File: config.mk
export PLATFORM = sky130hd
export DESIGN_NAME = h_bridge_gate_driver_flat
export DESIGN_NICKNAME = d
export VERILOG_FILES = /design/src/rtl/h_bridge_gate_driver_pkg.sv /design/src/rtl/h_bridge_gate_driver_if.sv /design/src/rtl/h_bridge_gate_driver_dead_time_leg.sv /design/src/rtl/h_bridge_gate_driver.sv /design/src/flat_wrapper.sv
export SDC_FILE = /design/constraint.sdc
export NUM_CORES = 1
export LEC_CHECK = 0
export CAP_MARGIN = 15
export CORE_ASPECT_RATIO = 2
export CORE_MARGIN = 2
export CORE_UTILIZATION = 45
export CTS_CLUSTER_DIAMETER = 40
export DETAILED_ROUTE_END_ITERATION = 8
export MAX_ROUTING_LAYER = met4
export PLACE_DENSITY_LB_ADDON = 0.12
export RECOVER_POWER = 25
export SLEW_MARGIN = 20
export SYNTH_ARGS = -nofsm -noshare
export SYNTH_HDL_FRONTEND = slang
export SYNTH_SLANG_ARGS = --single-unit
File: constraint.sdc
create_clock -name i_Clk -period 3.25 [get_ports i_Clk]
set_clock_uncertainty 0.15 [all_clocks]
set_input_delay 0.975 -clock i_Clk [delete_from_list [all_inputs] [get_ports i_Clk]]
set_output_delay 0.975 -clock i_Clk [all_outputs]
set_load 0.05 [all_outputs]
File: src/rtl/h_bridge_gate_driver_pkg.sv
// Shared definitions for the H-bridge gate driver: FSM state and direction encodings
// plus the default timing constants common with the upstream PWM stage.
package h_bridge_gate_driver_pkg;

    typedef enum logic [2:0] {
        S_OFF     = 3'd0,
        S_CW      = 3'd1,
        S_CCW     = 3'd2,
        S_REVERSE = 3'd3,
        S_FAULT   = 3'd4
    } state_t;

    typedef enum logic [1:0] {
        DIR_OFF     = 2'd0,
        DIR_CW      = 2'd1,
        DIR_CCW     = 2'd2,
        DIR_REVERSE = 2'd3
    } direction_t;

    localparam int c_Pwm_Period_Clks      = 3333333;
    localparam int c_Default_Dead_Clks    = 50;
    localparam int c_Default_Reverse_Clks = 250000;
    localparam int c_Default_Idle_Clks    = 3400000;
    localparam int c_Default_Cnt_Width    = 24;

    // A fault reports "off" on the direction lines; o_Fault carries the fault itself.
    function automatic direction_t direction_of(input state_t s);
        case (s)
            S_CW:      return DIR_CW;
            S_CCW:     return DIR_CCW;
            S_REVERSE: return DIR_REVERSE;
            default:   return DIR_OFF;
        endcase
    endfunction

endpackage

File: src/rtl/h_bridge_gate_driver_if.sv
// Direction requests into, and gate drives/status out of, the H-bridge gate driver.
interface h_bridge_gate_driver_if;

    logic       i_Clockwise;
    logic       i_Counterclockwise;
    logic       o_High_A;
    logic       o_Low_A;
    logic       o_High_B;
    logic       o_Low_B;
    logic [1:0] o_Direction;
    logic       o_Fault;

    modport master (
        output i_Clockwise, i_Counterclockwise,
        input  o_High_A, o_Low_A, o_High_B, o_Low_B, o_Direction, o_Fault
    );

    modport slave (
        input  i_Clockwise, i_Counterclockwise,
        output o_High_A, o_Low_A, o_High_B, o_Low_B, o_Direction, o_Fault
    );

endinterface

File: src/rtl/h_bridge_gate_driver_dead_time_leg.sv
// One half-bridge leg: inserts a dead period on enable and on every pwm change,
// so the high and low switches are never on together.
module dead_time_leg #(
    parameter int c_Dead_Clks = 50,
    parameter int c_Cnt_Width = 24
) (
    input  logic i_Clk,
    input  logic i_Rst_L,
    input  logic i_Enable,
    input  logic i_Pwm,
    output logic o_High,
    output logic o_Low
);

    localparam logic [c_Cnt_Width-1:0] c_Dead_Last = c_Cnt_Width'(c_Dead_Clks - 1);
    localparam logic [c_Cnt_Width-1:0] c_One       = c_Cnt_Width'(1);

    logic                   enabled_q;
    logic                   inDead_q;
    logic                   pwmLast_q;
    logic                   high_q;
    logic                   low_q;
    logic [c_Cnt_Width-1:0] deadCnt_q;

    // A pwm change during the dead period restarts it, which absorbs short pulses.
    always_ff @(posedge i_Clk or negedge i_Rst_L) begin
        if (!i_Rst_L) begin
            enabled_q <= 1'b0;
            inDead_q  <= 1'b0;
            pwmLast_q <= 1'b0;
            high_q    <= 1'b0;
            low_q     <= 1'b0;
            deadCnt_q <= '0;
        end else if (!i_Enable) begin
            enabled_q <= 1'b0;
            inDead_q  <= 1'b0;
            deadCnt_q <= '0;
            high_q    <= 1'b0;
            low_q     <= 1'b0;
        end else if (!enabled_q || (i_Pwm != pwmLast_q)) begin
            enabled_q <= 1'b1;
            inDead_q  <= 1'b1;
            deadCnt_q <= '0;
            pwmLast_q <= i_Pwm;
            high_q    <= 1'b0;
            low_q     <= 1'b0;
        end else if (inDead_q) begin
            if (deadCnt_q == c_Dead_Last) begin
                inDead_q <= 1'b0;
                high_q   <= i_Pwm;
                low_q    <= ~i_Pwm;
            end else begin
                deadCnt_q <= deadCnt_q + c_One;
            end
        end else begin
            high_q <= i_Pwm;
            low_q  <= ~i_Pwm;
        end
    end

    assign o_High = high_q;
    assign o_Low  = low_q;

endmodule

File: src/rtl/h_bridge_gate_driver.sv
// H-bridge gate driver: direction FSM with reversal blanking, idle release detection
// and shoot-through lockout, feeding two dead-time legs.
module h_bridge_gate_driver
    import h_bridge_gate_driver_pkg::*;
#(
    parameter int c_Dead_Clks    = c_Default_Dead_Clks,
    parameter int c_Reverse_Clks = c_Default_Reverse_Clks,
    parameter int c_Idle_Clks    = c_Default_Idle_Clks,
    parameter int c_Cnt_Width    = c_Default_Cnt_Width
) (
    input  logic                   i_Clk,
    input  logic                   i_Rst_L,
    h_bridge_gate_driver_if.slave  bus
);

    localparam logic [c_Cnt_Width-1:0] c_Idle_Last = c_Cnt_Width'(c_Idle_Clks - 1);
    localparam logic [c_Cnt_Width-1:0] c_Rev_Last  = c_Cnt_Width'(c_Reverse_Clks - 1);
    localparam logic [c_Cnt_Width-1:0] c_One       = c_Cnt_Width'(1);

    logic rCw_q, rCcw_q, cwDly_q, ccwDly_q;
    logic cwRise, ccwRise;

    state_t                 state_q, state_d;
    state_t                 target_q, target_d;
    logic [c_Cnt_Width-1:0] idleCnt_q, idleCnt_d;
    logic [c_Cnt_Width-1:0] revCnt_q, revCnt_d;
    logic                   enA_q, enA_d, pwmA_q, pwmA_d;
    logic                   enB_q, enB_d, pwmB_q, pwmB_d;
    direction_t             dir_q, dir_d;
    logic                   fault_q, fault_d;

    logic highA, lowA, highB, lowB;

    always_ff @(posedge i_Clk or negedge i_Rst_L) begin
        if (!i_Rst_L) begin
            rCw_q    <= 1'b0;
            rCcw_q   <= 1'b0;
            cwDly_q  <= 1'b0;
            ccwDly_q <= 1'b0;
        end else begin
            rCw_q    <= bus.i_Clockwise;
            rCcw_q   <= bus.i_Counterclockwise;
            cwDly_q  <= rCw_q;
            ccwDly_q <= rCcw_q;
        end
    end

    assign cwRise  = rCw_q & ~cwDly_q;
    assign ccwRise = rCcw_q & ~ccwDly_q;

    // Both requests high at once overrides every other transition.
    always_comb begin
        state_d   = state_q;
        target_d  = target_q;
        idleCnt_d = idleCnt_q;
        revCnt_d  = revCnt_q;
        if (rCw_q && rCcw_q) begin
            state_d   = S_FAULT;
            idleCnt_d = '0;
        end else begin
            case (state_q)
                S_OFF: begin
                    idleCnt_d = '0;
                    revCnt_d  = '0;
                    if (cwRise)       state_d = S_CW;
                    else if (ccwRise) state_d = S_CCW;
                end
                S_CW: begin
                    if (ccwRise) begin
                        state_d  = S_REVERSE;
                        target_d = S_CCW;
                        revCnt_d = '0;
                    end else if (rCw_q) begin
                        idleCnt_d = '0;
                    end else if (idleCnt_q == c_Idle_Last) begin
                        state_d   = S_OFF;
                        idleCnt_d = '0;
                    end else begin
                        idleCnt_d = idleCnt_q + c_One;
                    end
                end
                S_CCW: begin
                    if (cwRise) begin
                        state_d  = S_REVERSE;
                        target_d = S_CW;
                        revCnt_d = '0;
                    end else if (rCcw_q) begin
                        idleCnt_d = '0;
                    end else if (idleCnt_q == c_Idle_Last) begin
                        state_d   = S_OFF;
                        idleCnt_d = '0;
                    end else begin
                        idleCnt_d = idleCnt_q + c_One;
                    end
                end
                S_REVERSE: begin
                    if (cwRise)       target_d = S_CW;
                    else if (ccwRise) target_d = S_CCW;
                    if (revCnt_q == c_Rev_Last) begin
                        state_d   = target_d;
                        revCnt_d  = '0;
                        idleCnt_d = '0;
                    end else begin
                        revCnt_d = revCnt_q + c_One;
                    end
                end
                S_FAULT: begin
                    if (rCw_q || rCcw_q) begin
                        idleCnt_d = '0;
                    end else if (idleCnt_q == c_Idle_Last) begin
                        state_d   = S_OFF;
                        idleCnt_d = '0;
                    end else begin
                        idleCnt_d = idleCnt_q + c_One;
                    end
                end
                default: state_d = S_OFF;
            endcase
        end

        enA_d  = 1'b0;
        pwmA_d = 1'b0;
        enB_d  = 1'b0;
        pwmB_d = 1'b0;
        case (state_d)
            S_CW: begin
                enA_d  = 1'b1;
                pwmA_d = rCw_q;
                enB_d  = 1'b1;
            end
            S_CCW: begin
                enA_d  = 1'b1;
                enB_d  = 1'b1;
                pwmB_d = rCcw_q;
            end
            default: ;
        endcase
        dir_d   = direction_of(state_d);
        fault_d = (state_d == S_FAULT);
    end

    always_ff @(posedge i_Clk or negedge i_Rst_L) begin
        if (!i_Rst_L) begin
            state_q   <= S_OFF;
            target_q  <= S_OFF;
            idleCnt_q <= '0;
            revCnt_q  <= '0;
            enA_q     <= 1'b0;
            pwmA_q    <= 1'b0;
            enB_q     <= 1'b0;
            pwmB_q    <= 1'b0;
            dir_q     <= DIR_OFF;
            fault_q   <= 1'b0;
        end else begin
            state_q   <= state_d;
            target_q  <= target_d;
            idleCnt_q <= idleCnt_d;
            revCnt_q  <= revCnt_d;
            enA_q     <= enA_d;
            pwmA_q    <= pwmA_d;
            enB_q     <= enB_d;
            pwmB_q    <= pwmB_d;
            dir_q     <= dir_d;
            fault_q   <= fault_d;
        end
    end

    dead_time_leg #(.c_Dead_Clks(c_Dead_Clks), .c_Cnt_Width(c_Cnt_Width)) legA (
        .i_Clk    (i_Clk),
        .i_Rst_L  (i_Rst_L),
        .i_Enable (enA_q),
        .i_Pwm    (pwmA_q),
        .o_High   (highA),
        .o_Low    (lowA)
    );

    dead_time_leg #(.c_Dead_Clks(c_Dead_Clks), .c_Cnt_Width(c_Cnt_Width)) legB (
        .i_Clk    (i_Clk),
        .i_Rst_L  (i_Rst_L),
        .i_Enable (enB_q),
        .i_Pwm    (pwmB_q),
        .o_High   (highB),
        .o_Low    (lowB)
    );

    assign bus.o_High_A    = highA;
    assign bus.o_Low_A     = lowA;
    assign bus.o_High_B    = highB;
    assign bus.o_Low_B     = lowB;
    assign bus.o_Direction = dir_q;
    assign bus.o_Fault     = fault_q;

endmodule

File: src/flat_wrapper.sv
// flat-port wrapper written by rule: the top's interface ports become plain ports
module h_bridge_gate_driver_flat import h_bridge_gate_driver_pkg::*;
#(
    parameter int c_Dead_Clks    = c_Default_Dead_Clks,
    parameter int c_Reverse_Clks = c_Default_Reverse_Clks,
    parameter int c_Idle_Clks    = c_Default_Idle_Clks,
    parameter int c_Cnt_Width    = c_Default_Cnt_Width
)
  (i_Clk, i_Rst_L, bus_i_Clockwise, bus_i_Counterclockwise, bus_o_High_A, bus_o_Low_A, bus_o_High_B, bus_o_Low_B, bus_o_Direction, bus_o_Fault);
  h_bridge_gate_driver_if bus_i ();
  input  logic i_Clk;
  input  logic i_Rst_L;
  input wire logic [$bits(bus_i.i_Clockwise)-1:0] bus_i_Clockwise;
  input wire logic [$bits(bus_i.i_Counterclockwise)-1:0] bus_i_Counterclockwise;
  output wire logic [$bits(bus_i.o_High_A)-1:0] bus_o_High_A;
  output wire logic [$bits(bus_i.o_Low_A)-1:0] bus_o_Low_A;
  output wire logic [$bits(bus_i.o_High_B)-1:0] bus_o_High_B;
  output wire logic [$bits(bus_i.o_Low_B)-1:0] bus_o_Low_B;
  output wire logic [$bits(bus_i.o_Direction)-1:0] bus_o_Direction;
  output wire logic [$bits(bus_i.o_Fault)-1:0] bus_o_Fault;
  assign bus_i.i_Clockwise = bus_i_Clockwise;
  assign bus_i.i_Counterclockwise = bus_i_Counterclockwise;
  assign bus_o_High_A = bus_i.o_High_A;
  assign bus_o_Low_A = bus_i.o_Low_A;
  assign bus_o_High_B = bus_i.o_High_B;
  assign bus_o_Low_B = bus_i.o_Low_B;
  assign bus_o_Direction = bus_i.o_Direction;
  assign bus_o_Fault = bus_i.o_Fault;
  h_bridge_gate_driver #(.c_Dead_Clks(c_Dead_Clks), .c_Reverse_Clks(c_Reverse_Clks), .c_Idle_Clks(c_Idle_Clks), .c_Cnt_Width(c_Cnt_Width)) u_core (.i_Clk(i_Clk), .i_Rst_L(i_Rst_L), .bus(bus_i));
endmodule
==> impl_metrics.csv, run 1 <==
group,metric,value,unit
floorplanning,ios,11,
power_and_ir_drop,p_sw,0.914,mW
global_route,grt_pass1_vias,5194,
clock_network,cts_root_buf,"clkbuf_16",
setup_path,cp_max_fo,14,
routing,ant_nets,0,
finish,stdcell_count,903,
power_and_ir_drop,p_clk_frac,0.520,
routing,initialDrtViolationCount,262,
clock_network,cts_tree,"done",
routing,routed_wirelength,14.1,mm
clock_network,insertion_delay,400,ps
sta,slew-limit-headroom,0.188,
floorplanning,core_area,0.0138,mm^2
clock_network,cts.repair.resized,0,
routing,via_count,5153,
synth,synth_seq_cells,122,
finish,fillers,1286,
min_path,min_path_type,"reg -> reg",
power_and_ir_drop,combPwrFrac,0.080,
placed_design,portBuffers,10,
routing,wl_per_cell,15.6,um
synth,synth-async-reset-ratio,1.00,
placed_design,hpwl,9.99,mm
finish,final_common_cell,"dfrtp_1",
synth,synth.avg_cell_area,9.17,um^2
sta,worst_pin_slew,1220,ps
synth,synth-seq-area-share,0.485,
global_route,grtUsageTotal,0.207,
routing,via_per_inst,5.71,
routing,drt_first_pass_iters,5,
floorplanning,die_area,0.0150,mm^2
global_route,grt_pass1_wl,24.1,mm
power_and_ir_drop,total_power,3.97,mW
global_route,gr-total-overflow,0,
floorplanning,start_util,0.455,
global_route,grt_antenna_before_repair,0,
clock_network,cts_sinks,122,
sta,finalMaxSlewViolations,0,
clock_network,cts_setup_buffers,0,
finish,drive_gt1_frac,0.0784,
clock_network,clockBufferDepth,2,
power_and_ir_drop,total_leakage_power,2.89,nW
setup_path,required,3420,ps
setup_path,arrival,3060,ps
setup_path,endpoint_kind,"flop",
synth,syn_area,0.00629,mm^2
sta,clock.fmax,347,MHz
setup_path,startpoint,"u_core.state_q[0]",
sta,tns,0,ps
floorplanning,die_h,171,um
floorplanning,die_w,87.6,um
power_and_ir_drop,p_sw_frac,0.230,
finish,syn_to_final_growth,15.6,%
power_and_ir_drop,p_int,3.06,mW
sta,period_needed,2890,ps
synth,ys_warn_count,0,
power_and_ir_drop,seq_power_share,0.400,
synth,synthFlopType,"dfrtp_1",
placed_design,dpl_cell_area,0.00664,mm^2
finish,final_net_count,711,
sta,hold_viol_final,0,
finish,fin_area,0.00727,mm^2
sta,setup_violations,0,
run_status,status,"finished, final reports clean",
synth,synth.distinct_cells,56,
floorplanning,placementRows,61,
routing,drcViolationCount,0,
synth,syn_inst,686,
clock_network,ctsHoldBuffers,0,
sta,rsz0062_at_grt,"false",
power_and_ir_drop,vdd_ir_drop_max,0.000342,V
global_route,grt_max_degree,48,
setup_path,start_kind,"flop",
setup_path,reg2reg_slack,360,ps
synth,postSynthNetCount,696,
clock_network,clk_pin_slew,50,ps
placed_design,place_congestion,0.823,
clock_network,cts_buffers,17,
placed_design,dp.cells,871,
setup_path,criticalPathCategory,"reg -> reg",
min_path,min-delay-start,"u_core.legB.enabled_q",
finish,final_cell_mix,"dfrtp_1, nor2_1, nand2_1",
finish,diodes,0,
run,maxCapViolCount,0,
setup_path,worstReg2RegStart,"u_core.state_q[0]",
clock_network,htree_levels,4,
power_and_ir_drop,p_per_area,546,mW/mm^2
sta,period_share,0.888,
synth,synth_edf_count,0,
[path summary, 6_finish.rpt]
kind / endpoint / depth (start not counted)
max: u_core.idleCnt_q[20] / 7
min: u_core.legB.inDead_q / 1
max reg2reg: u_core.idleCnt_q[20] / 7
min reg2reg: u_core.legB.inDead_q / 1
max in group asynchronous: u_core.idleCnt_q[5] / 2
min in group asynchronous: u_core.legA.deadCnt_q[17] / 1
[kinds of logic (layout without fill, tap and decap cells)]
family	after synthesis	in the layout	synth area share
buffers and inverters	55	83	0.0336
xor gates and xnor gates	58	58	0.0807
and+or+nand+nor	329	329	0.274
muxes	5	5	0.00835
AOI/OAI and AO/OA	111	111	0.106
DFF	122	122	0.485
adders and majority gates	6	6	0.0119
[worst max-delay path, cell delays in order (launching register included)]
cell and delay (ps):
dfrtp_1 540, or3b_1 440, a211oi_1 320, a21oi_1 100
buf_4 220, nor2_1 680, a21oi_1 170, o21ai_0 190
[power by group through the flow]
| stage | combinational, mW | clock [mW] | sequential (mW) |
|---|---|---|---|
| after floorplan | 0.201 | 0 | 1.61 |
| after global placement | 0.316 | 0 | 1.61 |
| final | 0.316 | 2.07 | 1.59 |
| after CTS | 0.323 | 2.12 | 1.59 |
| after global routing | 0.347 | 2.18 | 1.59 |
| after detailed placement | 0.322 | 0 | 1.61 |
[Yosys cell counts (5+ instances only)]
| cell | count | area, um^2 |
|---|---|---|
| or3_1 | 22 | 138 |
| nand4_1 | 29 | 181 |
| xor2_1 | 36 | 315 |
| nand2_1 | 52 | 195 |
| a21oi_1 | 31 | 155 |
| dfrtp_1 | 122 | 3050 |
| nor3_1 | 22 | 110 |
| inv_1 | 26 | 97.6 |
| nor2_1 | 88 | 330 |
| ha_1 | 6 | 75.1 |
| nand2b_1 | 5 | 31.3 |
| nand3_1 | 44 | 220 |
| a211oi_1 | 6 | 45.0 |
| clkbuf_1 | 25 | 93.8 |
| and4_1 | 6 | 52.6 |
| and3_1 | 14 | 87.6 |
| o21ai_0 | 43 | 215 |
| xnor2_1 | 22 | 193 |
| nor4_1 | 14 | 87.6 |
[state kept, by name, indices dropped and copies added, names as in the netlist, 2 cells and up]
signal                  cells
u_core.idleCnt_q           24
u_core.legA.deadCnt_q      24
u_core.legB.deadCnt_q      24
u_core.revCnt_q            24
u_core.state_q              3
u_core.target_q             3
u_core.bus.o_Direction      2
[area by class of cell]
| type | count | area, um^2 | share of cell area |
|---|---|---|---|
| clock inverters | 11 | 191 | 0.0263 |
| inverters | 26 | 97.6 | 0.0134 |
| flip-flops and latches | 122 | 3050 | 0.420 |
| repair buffers | 25 | 209 | 0.0287 |
| multi-input cells | 509 | 3030 | 0.416 |
| clock buffers | 21 | 460 | 0.0633 |
| well taps | 189 | 236 | 0.0325 |
[through the flow]
stage / worst slack [ps] / util / hold slack [ps]
2_1_floorplan: 643 / - / 212
3_3_place_gp: 453 / 0.480 / 285
3_5_place_dp: 388 / 0.480 / 299
4_1_cts: 374 / 0.528 / 302
5_1_grt: 110 / 0.527 / 319
6_report: 364 / 0.527 / 302
[per-layer routing]
metal,global-route usage,vias to the layer above,wire (um)
met3,0.0403,22,387
met1,0.225,2550,5560
met4,0.0763,0,238
met5,-,-,0
li1,-,2472,-
met2,0.368,109,7890
Power figures use the tool's default switching activity.
==> run 2: changes to the inputs <==
- CELL_PAD_IN_SITES_DETAIL_PLACEMENT: unset -> 1
- CELL_PAD_IN_SITES_GLOBAL_PLACEMENT: unset -> 2
- CORE_MARGIN: 2 -> 3
- CORE_UTILIZATION: 45 -> 40
==> run 2 against run 1 <==
Net effect: the flow now finishes with violations (capacitance limit, slew limit); register-to-register slack worse by 170 ps; via count increased by 0.52%; non-clock buffer count increased by 1; global-route usage increased by 0.077 points; sequential power barely moved; cell count is 1.1% higher; total power fell by 3.7%; sequential cell count unchanged; first-iteration DRC count decreased by 36%; clock power is 8% lower; combinational power grew 3%; core utilization fell by 5.5 points; critical endpoint is now u_core.idleCnt_q[5]; largest cell class unchanged.
==> impl_metrics.csv, run 2 (synthesized netlist as in run 1, its figures left out) <==
group,metric,value,unit
run_status,status,"complete, but fails checks",
run_status,violations,"capacitance limit, slew limit",
placed_design,pre_cts_ws,229,ps
routing,ant_nets,0,
sta,setup_violations,0,
global_route,grt_pass1_wl,27.6,mm
global_route,gr-total-overflow,0,
sta,rsz0062_at_grt,"false",
sta,period_needed,3050,ps
setup_path,r2r_end,"u_core.idleCnt_q[5]",
finish,final_common_cell,"dfrtp_1",
sta,finalMaxSlewViolations,123,
sta,slew-limit-headroom,-0.171,
setup_path,slowest_delay,710,ps
sta,worst_pin_slew,1760,ps
setup_path,crit_path_cell_trace,"nor4_1 -> nand4_1 -> a211oi_4 -> or4b_1 -> or3_1 -> o21ai_0",
clock_network,cts_setup_buffers,0,
setup_path,required,3430,ps
clock_network,cts_buffers,17,
routing,routed_wirelength,16.2,mm
routing,wl_per_cell,17.7,um
floorplanning,ios,11,
clock_network,ctsHoldBuffers,0,
finish,fin_area,0.00725,mm^2
sta,hold_slack,305,ps
clock_network,cts_sinks,122,
routing,via_count,5180,
sta,hold_viol_final,0,
sta,finalWorstSetupSlack,197,ps
floorplanning,die_h,183,um
clock_network,clockBufferDepth,2,
setup_path,slowest_stage,"or4b_1",
sta,period_share,0.939,
routing,drcViolationCount,0,
setup_path,start_kind,"flop",
setup_path,criticalPathCategory,"reg -> reg",
global_route,grt_antenna_before_repair,0,
finish,final_net_count,712,
min_path,min_path_type,"reg -> reg",
sta,tns,0,ps
run,maxCapViolCount,1,
min_path,hold_depth,1,
min_path,holdPathEnd,"u_core.legB.inDead_q",
routing,initialDrtViolationCount,168,
placed_design,hpwl,11.4,mm
min_path,min-delay-start,"u_core.legB.enabled_q",
global_route,grt_max_degree,123,
floorplanning,die_area,0.0174,mm^2
floorplanning,placementRows,64,
global_route,grt_pass1_vias,5666,
finish,syn_to_final_growth,15.2,%
setup_path,reg2reg_slack,200,ps
power_and_ir_drop,p_per_area,528,mW/mm^2
setup_path,arrival,3240,ps
finish,drive_gt1_frac,0.0811,
clock_network,clk_pin_slew,60,ps
finish,diodes,0,
clock_network,htree_levels,4,
placed_design,place_congestion,0.802,
floorplanning,start_util,0.409,
global_route,grtUsageTotal,0.208,
clock_network,cts_root_buf,"clkbuf_16",
sta,clock.fmax,328,MHz
finish,final_cell_mix,"dfrtp_1, nor2_1, nand2_1",
setup_path,cp_max_fo,11,
setup_path,reg2regPathDepth,6,
clock_network,cts_tree,"done",
routing,via_per_inst,5.67,
floorplanning,core_area,0.0154,mm^2
power_and_ir_drop,vdd_ir_drop_max,0.000315,V
clock_network,cts.repair.resized,0,
floorplanning,die_w,94.7,um
clock_network,insertion_delay,420,ps
routing,drt_first_pass_iters,4,
placed_design,portBuffers,10,
placed_design,dpl_cell_area,0.00666,mm^2
setup_path,worstReg2RegStart,"u_core.revCnt_q[8]",
setup_path,endpoint_kind,"flop",
power_and_ir_drop,total_leakage_power,2.88,nW
## run 2: cell count changes in the layout (fill, tap and decap cells not counted), moves of 2 or more
cell	delta
clkinv_4	+3
bufinv_16	-2
buf_4	+2
clkbuf_4	+2
## run 2: worst max-delay path by stage
stage	startpoint	end	slack [ps]
after CTS	u_core.revCnt_q[8]	u_core.idleCnt_q[5]	180
after floorplan	u_core.idleCnt_q[7]	u_core.bus.o_Fault	640
after global routing	u_core.revCnt_q[8]	u_core.idleCnt_q[11]	50
final	u_core.revCnt_q[8]	u_core.idleCnt_q[5]	200
after global placement	u_core.revCnt_q[8]	u_core.idleCnt_q[3]	270
after detailed placement	u_core.revCnt_q[18]	u_core.idleCnt_q[11]	230
## run 2: cell type report
class                           count  area [um^2]
Timing Repair Buffer               26          218
Fill cell                        1787         8130
Clock inverter                     11          146
Sequential cell                   122         3050
Tap cell                          198          248
Inverter                           26         97.6
Clock buffer                       21          450
Multi-Input combinational cell    509         3030
## run 2: report_power, final
group          internal [mW]  switching, mW
Clock                   1.22          0.689
Sequential              1.55         0.0393
Combinational          0.112          0.215
## run 2: metal layers
layer  GRT usage  vias up  routed length, um
met4      0.0821        0                351
met3      0.0345       21                265
li1            -     2471                  -
met1       0.217     2631               6290
met5           -        -                  0
met2       0.380       57               9250
## run 2: through the flow
stage / total power [mW] / utilization / std cells
2_1_floorplan: 1.81 / - / 686
3_3_place_gp: 1.94 / 0.433 / 881
3_5_place_dp: 1.95 / 0.433 / 881
4_1_cts: 3.90 / 0.472 / 913
5_1_grt: 4.00 / 0.471 / 913
6_report: 3.83 / 0.471 / 913
## run 2: critical path: cells and delay by family (launching register included)
family / cells / cell delay [ps]
AND/OR/NAND/NOR: 4 / 1840
AO/OA/AOI/OAI: 2 / 570
flip-flops: 1 / 420
